`src/rtl/stream_arb4x1_if.sv`:
```
// Purpose: stream bundle between four requesters and one downstream consumer.
// Latency: none, wiring only.
// Backpressure: valid/ready on every requester lane and on the output.
interface stream_arb4x1_if #(
  parameter int DATA_WIDTH = 32
);
  logic [3:0]            in_valid;
  logic [DATA_WIDTH-1:0] in_data [4];
  logic [3:0]            in_last;
  logic [3:0]            in_ready;
  logic                  out_valid;
  logic [DATA_WIDTH-1:0] out_data;
  logic                  out_last;
  logic                  out_ready;

  // Source side: drives the requester lanes and the downstream ready.
  modport master (
    output in_valid, in_data, in_last, out_ready,
    input  in_ready, out_valid, out_data, out_last
  );

  // Arbiter side.
  modport slave (
    input  in_valid, in_data, in_last, out_ready,
    output in_ready, out_valid, out_data, out_last
  );
endinterface

```
`src/rtl/stream_arb4x1.sv`:
```
// Purpose: 4:1 round-robin packet arbiter with per-packet beat watchdog.
// Latency: one cycle from accepted input beat to registered output beat.
// Backpressure: in_ready of the granted lane follows (!out_valid || out_ready); no bubble on a full pipe.
module stream_arb4x1 #(
  parameter int DATA_WIDTH = 32,
  parameter int MAX_BEATS  = 16
) (
  input  logic           clk,
  input  logic           rst_n,
  stream_arb4x1_if.slave bus,
  input  logic [3:0]     req_mask,
  output logic [1:0]     grant_sel,
  output logic           busy,
  output logic           timeout
);

  localparam int CNT_W = $clog2(MAX_BEATS + 1);

  typedef enum logic {IDLE, BUSY} state_t;

  state_t                state, state_nxt;
  logic [1:0]            rr_ptr, rr_nxt;
  logic [1:0]            grant_nxt;
  logic [CNT_W-1:0]      beat_cnt, cnt_nxt;
  logic                  timeout_nxt;
  logic [3:0]            eligible;
  logic [1:0]            cand;
  logic [1:0]            win_idx;
  logic                  win_found;
  logic [3:0]            ready_vec;
  logic                  accept;
  logic [DATA_WIDTH-1:0] sel_data;
  logic                  sel_last;
  logic                  out_valid_q;
  logic [DATA_WIDTH-1:0] out_data_q;
  logic                  out_last_q;

  assign sel_data      = bus.in_data[grant_sel];
  assign sel_last      = bus.in_last[grant_sel];
  assign bus.in_ready  = ready_vec;
  assign bus.out_valid = out_valid_q;
  assign bus.out_data  = out_data_q;
  assign bus.out_last  = out_last_q;
  assign busy          = (state == BUSY);

  // Round-robin search: start one past the last served requester and wrap.
  always_comb begin
    eligible  = bus.in_valid & ~req_mask;
    cand      = 2'd0;
    win_idx   = 2'd0;
    win_found = 1'b0;
    for (int i = 1; i <= 4; i++) begin
      cand = rr_ptr + 2'(i);
      if (!win_found && eligible[cand]) begin
        win_found = 1'b1;
        win_idx   = cand;
      end
    end
  end

  // Next-state, handshake and watchdog decisions.
  always_comb begin
    state_nxt   = state;
    grant_nxt   = grant_sel;
    rr_nxt      = rr_ptr;
    cnt_nxt     = beat_cnt;
    timeout_nxt = 1'b0;
    ready_vec   = 4'b0000;
    accept      = 1'b0;
    case (state)
      IDLE: begin
        // Mask only gates new grants; it is sampled here and nowhere else.
        if (win_found) begin
          state_nxt = BUSY;
          grant_nxt = win_idx;
          cnt_nxt   = '0;
        end
      end
      BUSY: begin
        ready_vec[grant_sel] = !out_valid_q || bus.out_ready;
        accept               = bus.in_valid[grant_sel] && ready_vec[grant_sel];
        if (accept) begin
          cnt_nxt = beat_cnt + CNT_W'(1);
          if (sel_last) begin
            state_nxt = IDLE;
            rr_nxt    = grant_sel;
          end else if (cnt_nxt == CNT_W'(MAX_BEATS)) begin
            // Runaway packet: release the grant, beats already taken stay in flight.
            state_nxt   = IDLE;
            rr_nxt      = grant_sel;
            timeout_nxt = 1'b1;
          end
        end
      end
      default: state_nxt = IDLE;
    endcase
  end

  // Arbitration state registers; rr_ptr resets to 3 so the first search begins at 0.
  always_ff @(posedge clk or negedge rst_n) begin
    if (!rst_n) begin
      state     <= IDLE;
      grant_sel <= 2'd0;
      rr_ptr    <= 2'd3;
      beat_cnt  <= '0;
      timeout   <= 1'b0;
    end else begin
      state     <= state_nxt;
      grant_sel <= grant_nxt;
      rr_ptr    <= rr_nxt;
      beat_cnt  <= cnt_nxt;
      timeout   <= timeout_nxt;
    end
  end

  // Output register: reload on accept (even while draining), otherwise clear valid once taken.
  always_ff @(posedge clk or negedge rst_n) begin
    if (!rst_n) begin
      out_valid_q <= 1'b0;
      out_data_q  <= '0;
      out_last_q  <= 1'b0;
    end else if (accept) begin
      out_valid_q <= 1'b1;
      out_data_q  <= sel_data;
      out_last_q  <= sel_last;
    end else if (bus.out_ready) begin
      out_valid_q <= 1'b0;
    end
  end

endmodule

```
`src/flat_wrapper.sv`:
```
// flat-port wrapper written by rule: the top's interface ports become plain ports
module stream_arb4x1_flat 
#(
  parameter int DATA_WIDTH = 32,
  parameter int MAX_BEATS  = 16
)
  (clk, rst_n, req_mask, grant_sel, busy, timeout, bus_in_valid, bus_in_data, bus_in_last, bus_out_ready, bus_in_ready, bus_out_valid, bus_out_data, bus_out_last);
  stream_arb4x1_if #(.DATA_WIDTH(DATA_WIDTH)) bus_i ();
  input  logic clk;
  input  logic rst_n;
  input  logic [3:0] req_mask;
  output logic [1:0] grant_sel;
  output logic busy;
  output logic timeout;
  input wire logic [$bits(bus_i.in_valid)-1:0] bus_in_valid;
  input wire logic [$bits(bus_i.in_data)-1:0] bus_in_data;
  input wire logic [$bits(bus_i.in_last)-1:0] bus_in_last;
  input wire logic [$bits(bus_i.out_ready)-1:0] bus_out_ready;
  output wire logic [$bits(bus_i.in_ready)-1:0] bus_in_ready;
  output wire logic [$bits(bus_i.out_valid)-1:0] bus_out_valid;
  output wire logic [$bits(bus_i.out_data)-1:0] bus_out_data;
  output wire logic [$bits(bus_i.out_last)-1:0] bus_out_last;
  assign bus_i.in_valid = bus_in_valid;
  assign bus_i.in_data = {>>{bus_in_data}};
  assign bus_i.in_last = bus_in_last;
  assign bus_i.out_ready = bus_out_ready;
  assign bus_in_ready = bus_i.in_ready;
  assign bus_out_valid = bus_i.out_valid;
  assign bus_out_data = bus_i.out_data;
  assign bus_out_last = bus_i.out_last;
  stream_arb4x1 #(.DATA_WIDTH(DATA_WIDTH), .MAX_BEATS(MAX_BEATS)) u_core (.clk(clk), .rst_n(rst_n), .bus(bus_i), .req_mask(req_mask), .grant_sel(grant_sel), .busy(busy), .timeout(timeout));
endmodule
```
`config.mk`:
```
export PLATFORM = sky130hd
export DESIGN_NAME = stream_arb4x1_flat
export DESIGN_NICKNAME = d
export VERILOG_FILES = /design/src/rtl/stream_arb4x1_if.sv /design/src/rtl/stream_arb4x1.sv /design/src/flat_wrapper.sv
export SDC_FILE = /design/constraint.sdc
export NUM_CORES = 1
export LEC_CHECK = 0
export CAP_MARGIN = 20
export CORE_ASPECT_RATIO = 1.4
export CORE_MARGIN = 4
export CORE_UTILIZATION = 33
export DETAILED_ROUTE_END_ITERATION = 10
export GPL_TIMING_DRIVEN = 0
export HOLD_SLACK_MARGIN = 0.08
export PLACE_DENSITY = 0.78
export SYNTH_ARGS = -nofsm -noshare
export SYNTH_HDL_FRONTEND = slang
export SYNTH_SLANG_ARGS = --single-unit
```
`constraint.sdc`:
```
create_clock -name clk -period 1.75 [get_ports clk]
set_clock_uncertainty 0.05 [all_clocks]
set_input_delay 0.4375 -clock clk [delete_from_list [all_inputs] [get_ports clk]]
set_output_delay 0.4375 -clock clk [all_outputs]
set_load 0.02 [all_outputs]
```
==> reports/metrics.csv, run 1 <==
metric,value,unit
hold_path.class,in -> async,
p_leak,2.26,nW
wl,9.31,mm
synth_edf_count,0,
antenna_found_initial,0,
synth_warnings,0,
first_iter_violations,63,
via_per_inst,5.14,
slew_violations,0,
num_antenna_cells,0,
fp.dieW,85.9,um
die_h,117,um
timing.slew.headroom,0.625,
finalCriticalPeriod,1.90,ns
max_freq,0.527,GHz
post-dp-hpwl,7.73,mm
setup_ws,-0.146,ns
core,8250,um2
ys_ff_latch,45,
hold_viol_final,0,
r2r_end,u_core.bus.out_data[16],
end_kind,flip-flop,
grt_pass1_wl,14.1,mm
post-route-period-util,1.08,
start_util,0.340,
first_pass_iters,4,
r2r-start,u_core.grant_sel[1],
worst_pin_slew,0.562,ns
drc_errors,0,
final_nets,541,
yosysSeqAreaShare,0.402,
syn-num-nets,337,
cp_data_arrival_time,2.01,ns
wl_per_cell,18.7,um
place_ws,-0.724,ns
crit_path_max_fanout,5,
violations,setup timing,
syn-mean-instance-area,14.6,um2
rsz0062_at_grt,yes,
dieArea,10100,um2
fin_tns_setup,-3.65,ns
start_kind,flip-flop,
cts_tree,done,
ioPinCount,185,
htreeDepth,2,
io_buffers,184,
critPathRequiredTime,1.86,ns
rows,39,
status,"finished, violations left",
cts_root_buf,clkbuf_16,
max-vdd-ir-drop,1080,uV
synth_area,2800,um2
cts-buffers-inserted,5,
critical_path_class,reg -> reg,
synth_cell_type_count,39,
synthArstFlopShare,1.00,
cap_violations,0,
ys.flop_type,dfrtp_1,
rrSetupSlack,-0.15,ns
syn-instance-count,192,
clock_path_buffers,2,
vias,2564,
ant_nets,0,
grt_usage,0.180,
reg2reg_depth,5,
place.gp.congestion,0.836,
clk_pin_slew_worst_paths,0.06,ns
layout-drive-gt1-share,0.305,
clk_latency,0.28,ns
cts_sinks,45,
grt_remaining_overflow,0,
grt_pass1_vias,2815,
setup_viol,41,
powerDensity,1580,nW/um2
syn2layout_area_growth,87.6,%
grt_max_degree,24,
[placed cells by master (no fill, tap or decap), types with 3 or more instances in the layout]
cell type,instances
mux2_4,4
nand2b_1,4
dlygate4sd2_1,13
buf_6,4
mux2_2,29
buf_2,3
buf_8,3
a22o_1,4
nand2_1,5
dlymetal6s2s_1,20
nor2b_1,5
dfrtp_1,41
mux2i_1,3
nand3_1,5
buf_12,4
clkbuf_16,5
buf_4,12
clkdlybuf4s50_1,146
mux4_2,34
[metal layers]
layer  vias to the layer above  wire [um]  global-route usage
met3                         5        788              0.0490
met5                         -          0                   0
met1                      1270       3270               0.196
li1                       1181          -                   -
met2                       108       5180               0.349
met4                         0         70              0.0338
[registers in the layout, indices dropped and copies added (netlist names)]
signal and count:
u_core.timeout 1, u_core.bus.out_valid 1, u_core.bus.out_last 1, u_core.busy 1, u_core.beat_cnt 5, u_core.bus.out_data 32
u_core.rr_ptr 2, u_core.grant_sel 2
[how the worst max path moves through the flow]
stage	depth (start not counted)	start	endpoint	slack, ns
global route	5	u_core.grant_sel[1]	u_core.bus.out_data[16]	-0.19
global placement	1	rst_n	u_core.grant_sel[0]	-1.19
CTS	5	u_core.grant_sel[1]	u_core.bus.out_data[16]	-0.16
floorplan	5	u_core.grant_sel[1]	u_core.bus.out_data[13]	-0.13
finish	5	u_core.grant_sel[1]	u_core.bus.out_data[16]	-0.15
detailed placement	5	bus_out_ready	bus_in_ready[1]	-0.72
[critical path, stage by stage (launching register included)]
cell and delay, ns:
dfrtp_2 0.42, mux4_2 0.55, and3_4 0.21, buf_8 0.13, buf_8 0.13, mux2_4 0.29
[timing repair]
action / in CTS / in global routing
pin swaps: 5 / 3
endpoints found under the hold margin: 0 / 0
hold buffers: 0 / 0
cloned: 1 / 0
setup endpoints to repair: 52 / 65
setup buffers: 10 / 1
resized for setup: 60 / 24
[stage by stage]
step | instances | instance area [um2] | hold WS [ns] | total power [mW] | util
after floorplan | 192 | 2840 | 0.0919 | 5.05 | -
after global placement | 478 | 4810 | 0.439 | 6.83 | 0.584
after detailed placement | 479 | 4840 | 0.416 | 6.95 | 0.586
final | 499 | 5260 | 0.0955 | 8.30 | 0.638
after global routing | 499 | 5260 | 0.138 | 8.82 | 0.638
after CTS | 498 | 5200 | 0.112 | 8.42 | 0.630
[logic make-up after synthesis]
group,Yosys count,share of synthesized area
adder cells (fa/ha/maj),2,0.00892
AO/OA/AOI/OAI,23,0.0629
flip-flops,45,0.402
buffers and inverters,16,0.0308
multiplexers,70,0.422
XOR/XNOR,2,0.00625
AND/OR/NAND/NOR,34,0.0669
[area by class of cell]
class	count	area (um2)
Clock inverter	1	5.00
Clock buffer	7	153
Fill cell	662	2990
Buffer	13	156
Sequential cell	45	1130
Inverter	3	15.0
Timing Repair Buffer	197	2020
Multi-Input combinational cell	131	1650
Tap cell	102	128
[cell usage after synthesis (3+ instances only)]
cell	n	area (um2)
nor2b_1	5	31.3
mux2_4	4	60.1
nand2b_1	5	31.3
inv_1	3	11.3
nand3_1	6	30.0
mux2i_1	3	30.0
nand2_1	5	18.8
clkbuf_1	3	11.3
nor2_1	5	18.8
mux4_2	34	766
nor3_1	3	15.0
mux2_2	29	327
a21oi_1	3	15.0
dfrtp_1	43	1080
a22o_1	4	35.0
buf_2	6	30.0
[report_power, final]
part | internal (mW) | leakage (nW) | switching, mW
Combinational | 3.11 | 1.65 | 2.30
Clock | 0.604 | 0.0799 | 0.363
Sequential | 1.59 | 0.531 | 0.330
No activity file was read; power rests on OpenSTA's default activity.
==> inputs of run 2 (changes only) <==
--- a/config.mk
+++ b/config.mk
@@ -7,12 +7,13 @@
 export LEC_CHECK = 0
 export CAP_MARGIN = 20
 export CORE_ASPECT_RATIO = 1.4
-export CORE_MARGIN = 4
-export CORE_UTILIZATION = 33
+export CORE_MARGIN = 5
+export CORE_UTILIZATION = 36
 export DETAILED_ROUTE_END_ITERATION = 10
 export GPL_TIMING_DRIVEN = 0
 export HOLD_SLACK_MARGIN = 0.08
-export PLACE_DENSITY = 0.78
+export PLACE_DENSITY = 0.81
+export REMOVE_ABC_BUFFERS = 1
 export SYNTH_ARGS = -nofsm -noshare
 export SYNTH_HDL_FRONTEND = slang
 export SYNTH_SLANG_ARGS = --single-unit
==> constraint.sdc (replaced) <==
create_clock -name clk -period 2 [get_ports clk]
set_clock_uncertainty 0.05 [all_clocks]
set_input_delay 0.5 -clock clk [delete_from_list [all_inputs] [get_ports clk]]
set_output_delay 0.5 -clock clk [all_outputs]
set_load 0.02 [all_outputs]
==> run 2 against run 1 <==
The run now ends clean. Sequential power fell by 8%. Clock-buffer cell count fell by 1. Global-route usage rose by 2.0 points. Final area fell by 4.9%. Register-to-register slack improved by 0.18 ns. Sequential share of layout area rose by 1.2 points. Combinational power fell by 17%. Critical path depth fell by 1. Worst setup slack improved by 0.15 ns. Power fell by 18%. Critical path type is now in -> reg.
==> reports/metrics.csv, run 2 (synthesis results as in run 1) <==
metric,value,unit,change
clk_pin_slew_worst_paths,0.08,ns,+0.02 ns
ioPinCount,185,,unchanged
critPathMaxStageDelay,0.49,ns,-0.06 ns
met3_usage,0.0598,,+0.0107
hold_viol_final,0,,unchanged
wl,10.1,mm,+8.4%
first_iter_violations,95,,+51%
setup_viol,0,,-100%
critPathSlowestCell,clkdlybuf4s50_1,,
setup_ws,0.00384,ns,+0.150 ns
worst_pin_slew,0.406,ns,-0.156 ns
cts_sinks,45,,unchanged
vias,2603,,+1.5%
fin_tns_setup,0,ns,+3.65 ns
use_met2,0.372,,+0.0232
post-route-period-util,0.998,,
post-dp-hpwl,7.50,mm,-3.0%
start_util,0.364,,+0.0240
grt_remaining_overflow,0,,unchanged
fp.dieW,84.6,um,-1.5%
fin_cells,484,,-3.0%
cts_root_buf,clkbuf_8,,
grt_usage,0.200,,+0.0200
rsz0062_at_grt,yes,,
core,7700,um2,-6.6%
powerDensity,1360,nW/um2,-14%
num_antenna_cells,0,,unchanged
final_cell_mix,"clkdlybuf4s50_1, dfrtp_1, mux4_2",,
layout_commonest_cell,clkdlybuf4s50_1,,
cap_violations,0,,unchanged
cts_tree,done,,
place.gp.congestion,0.858,,+2.6%
end_kind,flip-flop,,
top_usage_layer,met2,,
wl_per_cell,20.8,um,+12%
place_ws,-0.654,ns,+0.0695 ns
grt_max_degree,37,,+54%
critPathRequiredTime,2.13,ns,+0.27 ns
htreeDepth,2,,unchanged
largest_register_ffs,32,,unchanged
grt_pass1_vias,2784,,-1.1%
path_cells,clkdlybuf4s50_1 > mux4_2 > and3_4 > mux2_2,,
die_h,114,um,-2.3%
drc_errors,0,,unchanged
final_nets,528,,-2.4%
worst_hold_slack,0.440,ns,+0.344 ns
p_leak,1.97,nW,-13%
crit_path_max_fanout,20,,+15
finalCriticalPeriod,2.00,ns,
rows,38,,-2.6%
dieArea,9680,um2,-3.8%
hold_path.class,reg -> reg,,
status,finished clean,,
first_pass_iters,4,,unchanged
grt_pass1_wl,15.0,mm,+6.3%
layout-drive-gt1-share,0.279,,-0.0261
clk_latency,0.29,ns,about the same
timing.slew.headroom,0.729,,+0.104
via_per_inst,5.38,,+4.7%
max-vdd-ir-drop,1030,uV,-4.7%
critical_path_class,in -> reg,,
slew_violations,0,,unchanged
syn2layout_area_growth,78.3,%,
dp.cells,465,,-2.9%
cp_data_arrival_time,2.13,ns,+0.12 ns
io_buffers,184,,unchanged
ant_nets,0,,unchanged
max_freq,0.501,GHz,
start_kind,primary input,,
clock_path_buffers,2,,unchanged
cts-buffers-inserted,5,,unchanged
antenna_found_initial,0,,unchanged
use_met1,0.221,,+0.0250
rrSetupSlack,0.03,ns,+0.18 ns
-- run 2: cell count changes in the layout (fill, tap and decap cells not counted), sizes merged, moves of 3 or more --
| cell | previous run | this run |
|---|---|---|
| dlygate4sd2 | 13 | 3 |
| dlymetal6s2s | 20 | 3 |
| clkbuf | 10 | 7 |
| buf | 28 | 15 |
| clkdlybuf4s50 | 146 | 173 |
-- run 2: worst paths after layout --
path | startpoint | endpoint | cells after the start
worst max-delay path | bus_in_valid[1] | u_core.bus.out_data[31] | 4
worst min-delay path | u_core.bus.out_last | u_core.bus.out_last | 1
worst max register to register | u_core.grant_sel[0] | u_core.bus.out_data[31] | 4
worst min register to register | u_core.bus.out_last | u_core.bus.out_last | 1
max in group asynchronous | rst_n | u_core.grant_sel[1] | 3
min in group asynchronous | rst_n | u_core.bus.out_data[14] | 2
-- run 2: what timing repair did --
action	CTS	global route
gates resized for setup	38	8
setup buffers	3	5
hold endpoints to repair	7	0
hold buffers	1	0
endpoints found under the setup margin	50	43
gates cloned	1	1
pin swaps	1	1
-- run 2: worst max-delay path, delay by kind of cell --
kind,cells,cell delay (ns)
muxes,2,0.70
and+or+nand+nor,1,0.43
buffers and inverters,1,0.49
-- run 2: power breakdown --
| part | internal (mW) | total (mW) | leakage [nW] | switching, mW |
|---|---|---|---|---|
| logic | 2.52 | 4.49 | 1.39 | 1.97 |
| clock network | 0.242 | 0.541 | 0.0450 | 0.298 |
| registers | 1.40 | 1.76 | 0.531 | 0.353 |
| total | 4.16 | 6.78 | 1.97 | 2.62 |
-- run 2: final cells by class --
type | count | area (um2)
clock buffer | 6 | 72.6
clock inverter | 2 | 10.0
fill | 601 | 2700
inverter | 3 | 11.3
multi-input combinational | 132 | 1650
sequential | 45 | 1140
tap | 100 | 125
timing repair buffer | 196 | 1990
-- run 2: per-stage QoR --
stage | util | power [mW] | area (um2)
global route | 0.649 | 7.17 | 5000
detailed placement | 0.615 | 5.90 | 4730
finish | 0.649 | 6.78 | 5000
global placement | 0.610 | 5.80 | 4700
floorplan | - | 4.24 | 2730
CTS | 0.637 | 6.68 | 4910
-- run 2: routing by layer --
| layer | up-vias | share of wire |
|---|---|---|
| met4 | 0 | 0.019 |
| met5 | - | 0 |
| met1 | 1293 | 0.36 |
| met2 | 142 | 0.53 |
| met3 | 13 | 0.086 |
| li1 | 1155 | - |
==> inputs of run 3 (changes only) <==
--- a/config.mk
+++ b/config.mk
@@ -8,11 +8,11 @@
 export CAP_MARGIN = 20
 export CORE_ASPECT_RATIO = 1.4
 export CORE_MARGIN = 5
-export CORE_UTILIZATION = 36
+export CORE_UTILIZATION = 35
 export DETAILED_ROUTE_END_ITERATION = 10
 export GPL_TIMING_DRIVEN = 0
 export HOLD_SLACK_MARGIN = 0.08
-export PLACE_DENSITY = 0.81
+export PLACE_DENSITY = 0.79
 export REMOVE_ABC_BUFFERS = 1
 export SYNTH_ARGS = -nofsm -noshare
 export SYNTH_HDL_FRONTEND = slang
==> run 3 against run 2 <==
Clock-buffer cell count increased by 1. First-iteration DRC count decreased by 25%. Maximum frequency increased by 2.8%.
==> reports/metrics.csv, run 3 (synthesis results as in run 1) <==
metric,value,unit,change
powerDensity,1350,nW/um2,-0.74%
status,finished clean,,
cts_sinks,45,,unchanged
fp.dieW,85.6,um,+1.2%
post-dp-hpwl,7.50,mm,about the same
wl_per_cell,20.8,um,about the same
worst_pin_slew,0.457,ns,+0.0512 ns
core,7800,um2,+1.2%
hold_viol_final,0,,unchanged
finalCriticalPeriod,1.94,ns,-0.0543 ns
grt_max_degree,29,,-22%
clk_latency,0.29,ns,about the same
die_h,116,um,+1.3%
first_iter_violations,71,,-25%
critical_path_class,reg -> reg,,
htreeDepth,2,,unchanged
place_ws,-0.655,ns,-0.00125 ns
crit_path_max_fanout,22,,+10%
r2r-start,u_core.grant_sel[0],,
cts_tree,done,,
io_buffers,184,,unchanged
fin_area,4960,um2,-0.70%
timing.slew.headroom,0.695,,-0.0341
cp-startpoint,u_core.grant_sel[0],,
layout_commonest_cell,clkdlybuf4s50_1,,
setup_viol,0,,unchanged
grt_pass1_vias,2827,,+1.5%
cts-buffers-inserted,5,,unchanged
start_kind,flip-flop,,
place_area,4730,um2,unchanged
cts_hold_buf,0,,-1
ant_nets,0,,unchanged
place.gp.congestion,0.797,,-7.1%
cp_data_arrival_time,2.07,ns,-0.06 ns
slew_violations,0,,unchanged
grt_usage,0.197,,-0.00315
setup_ws,0.0582,ns,+0.0543 ns
grt_pass1_wl,14.8,mm,-1.2%
grt_remaining_overflow,0,,unchanged
max-vdd-ir-drop,763,uV,-26%
final_core_util,0.637,,-0.0124
ioPinCount,185,,unchanged
post-route-period-util,0.971,,-0.0272
layout-drive-gt1-share,0.273,,-0.00568
fillCellCount,622,,+3.5%
via_per_inst,5.27,,-1.9%
power,6.68,mW,-1.4%
rows,38,,unchanged
largest_register_ffs,32,,unchanged
cap_violations,0,,unchanged
clock_path_buffers,2,,unchanged
end_kind,flip-flop,,
cts_root_buf,clkbuf_8,,
num_antenna_cells,0,,unchanged
hold_path.class,in -> async,,
p_leak,1.96,nW,-0.48%
syn2layout_area_growth,77.1,%,
first_pass_iters,4,,unchanged
final_cell_mix,"clkdlybuf4s50_1, dfrtp_1, mux4_2",,
max_freq,0.515,GHz,+2.8%
clk_pin_slew_worst_paths,0.08,ns,about the same
antenna_found_initial,0,,unchanged
worst_hold_slack,0.0985,ns,-0.341 ns
drc_errors,0,,unchanged
critPathRequiredTime,2.13,ns,about the same
dieArea,9930,um2,+2.6%
vias,2537,,-2.5%
final_nets,525,,-0.57%
rsz0062_at_grt,yes,,
start_util,0.360,,-0.00444
wl,10.0,mm,-0.60%
[run 3: cell count changes in the layout (fill, tap and decap cells not counted), sizes merged]
cell	change
clkdlybuf4s50	-2
clkinv	-1
buf	-1
dlymetal6s2s	+2
dlygate4sd3	-1
[run 3: area by class of cell]
cell class | count | area [um2] | share of cell area
clock buffers | 7 | 76.3 | 0.0154
clock inverters | 1 | 5.00 | 0.00101
inverters | 3 | 11.3 | 0.00227
multi-input cells | 132 | 1660 | 0.334
flip-flops and latches | 45 | 1140 | 0.229
well taps | 100 | 125 | 0.0252
repair buffers | 193 | 1950 | 0.393
[run 3: layer usage]
metal / vias to the layer above / part of all wire / track usage
met5: - / 0 / 0
met4: 0 / 0.019 / 0.0581
met3: 16 / 0.066 / 0.0533
met2: 100 / 0.57 / 0.384
met1: 1271 / 0.35 / 0.203
li1: 1150 / - / -
[run 3: worst max-delay path, stage by stage (launching register included)]
cell     delay [ns]
dfrtp_4        0.49
buf_12         0.17
mux4_2         0.30
and3_4         0.42
mux2_2         0.38
[run 3: worst paths after layout]
| kind | to | cells past startpoint | slack [ns] |
|---|---|---|---|
| max in group asynchronous | u_core.bus.out_data[25] | 2 | 1.29 |
| min reg2reg | u_core.bus.out_last | 1 | 0.43 |
| min | u_core.bus.out_data[6] | 1 | 0.1 |
| min in group clk | u_core.bus.out_last | 1 | 0.43 |
| max reg2reg | u_core.bus.out_data[30] | 4 | 0.06 |
| max | u_core.bus.out_data[30] | 4 | 0.06 |
[run 3: per-stage QoR]
stage	instances	TNS, ns
3_3_place_gp	463	-119.57
5_1_grt	481	0
4_1_cts	478	-0.159
3_5_place_dp	465	-25.49
6_report	481	0
2_1_floorplan	179	-49.24
[run 3: timing repair]
action                     in CTS  in global routing
gates cloned                    1                  0
gates resized for setup        34                 15
pin swaps                       2                  3
buffers inserted                4                  3
setup endpoints to repair      50                 35
[run 3: power by group]
group,total [mW],switching [mW],leakage [nW],internal (mW)
logic,4.40,1.94,1.39,2.46
registers,1.75,0.348,0.531,1.40
clock network,0.534,0.289,0.0422,0.246
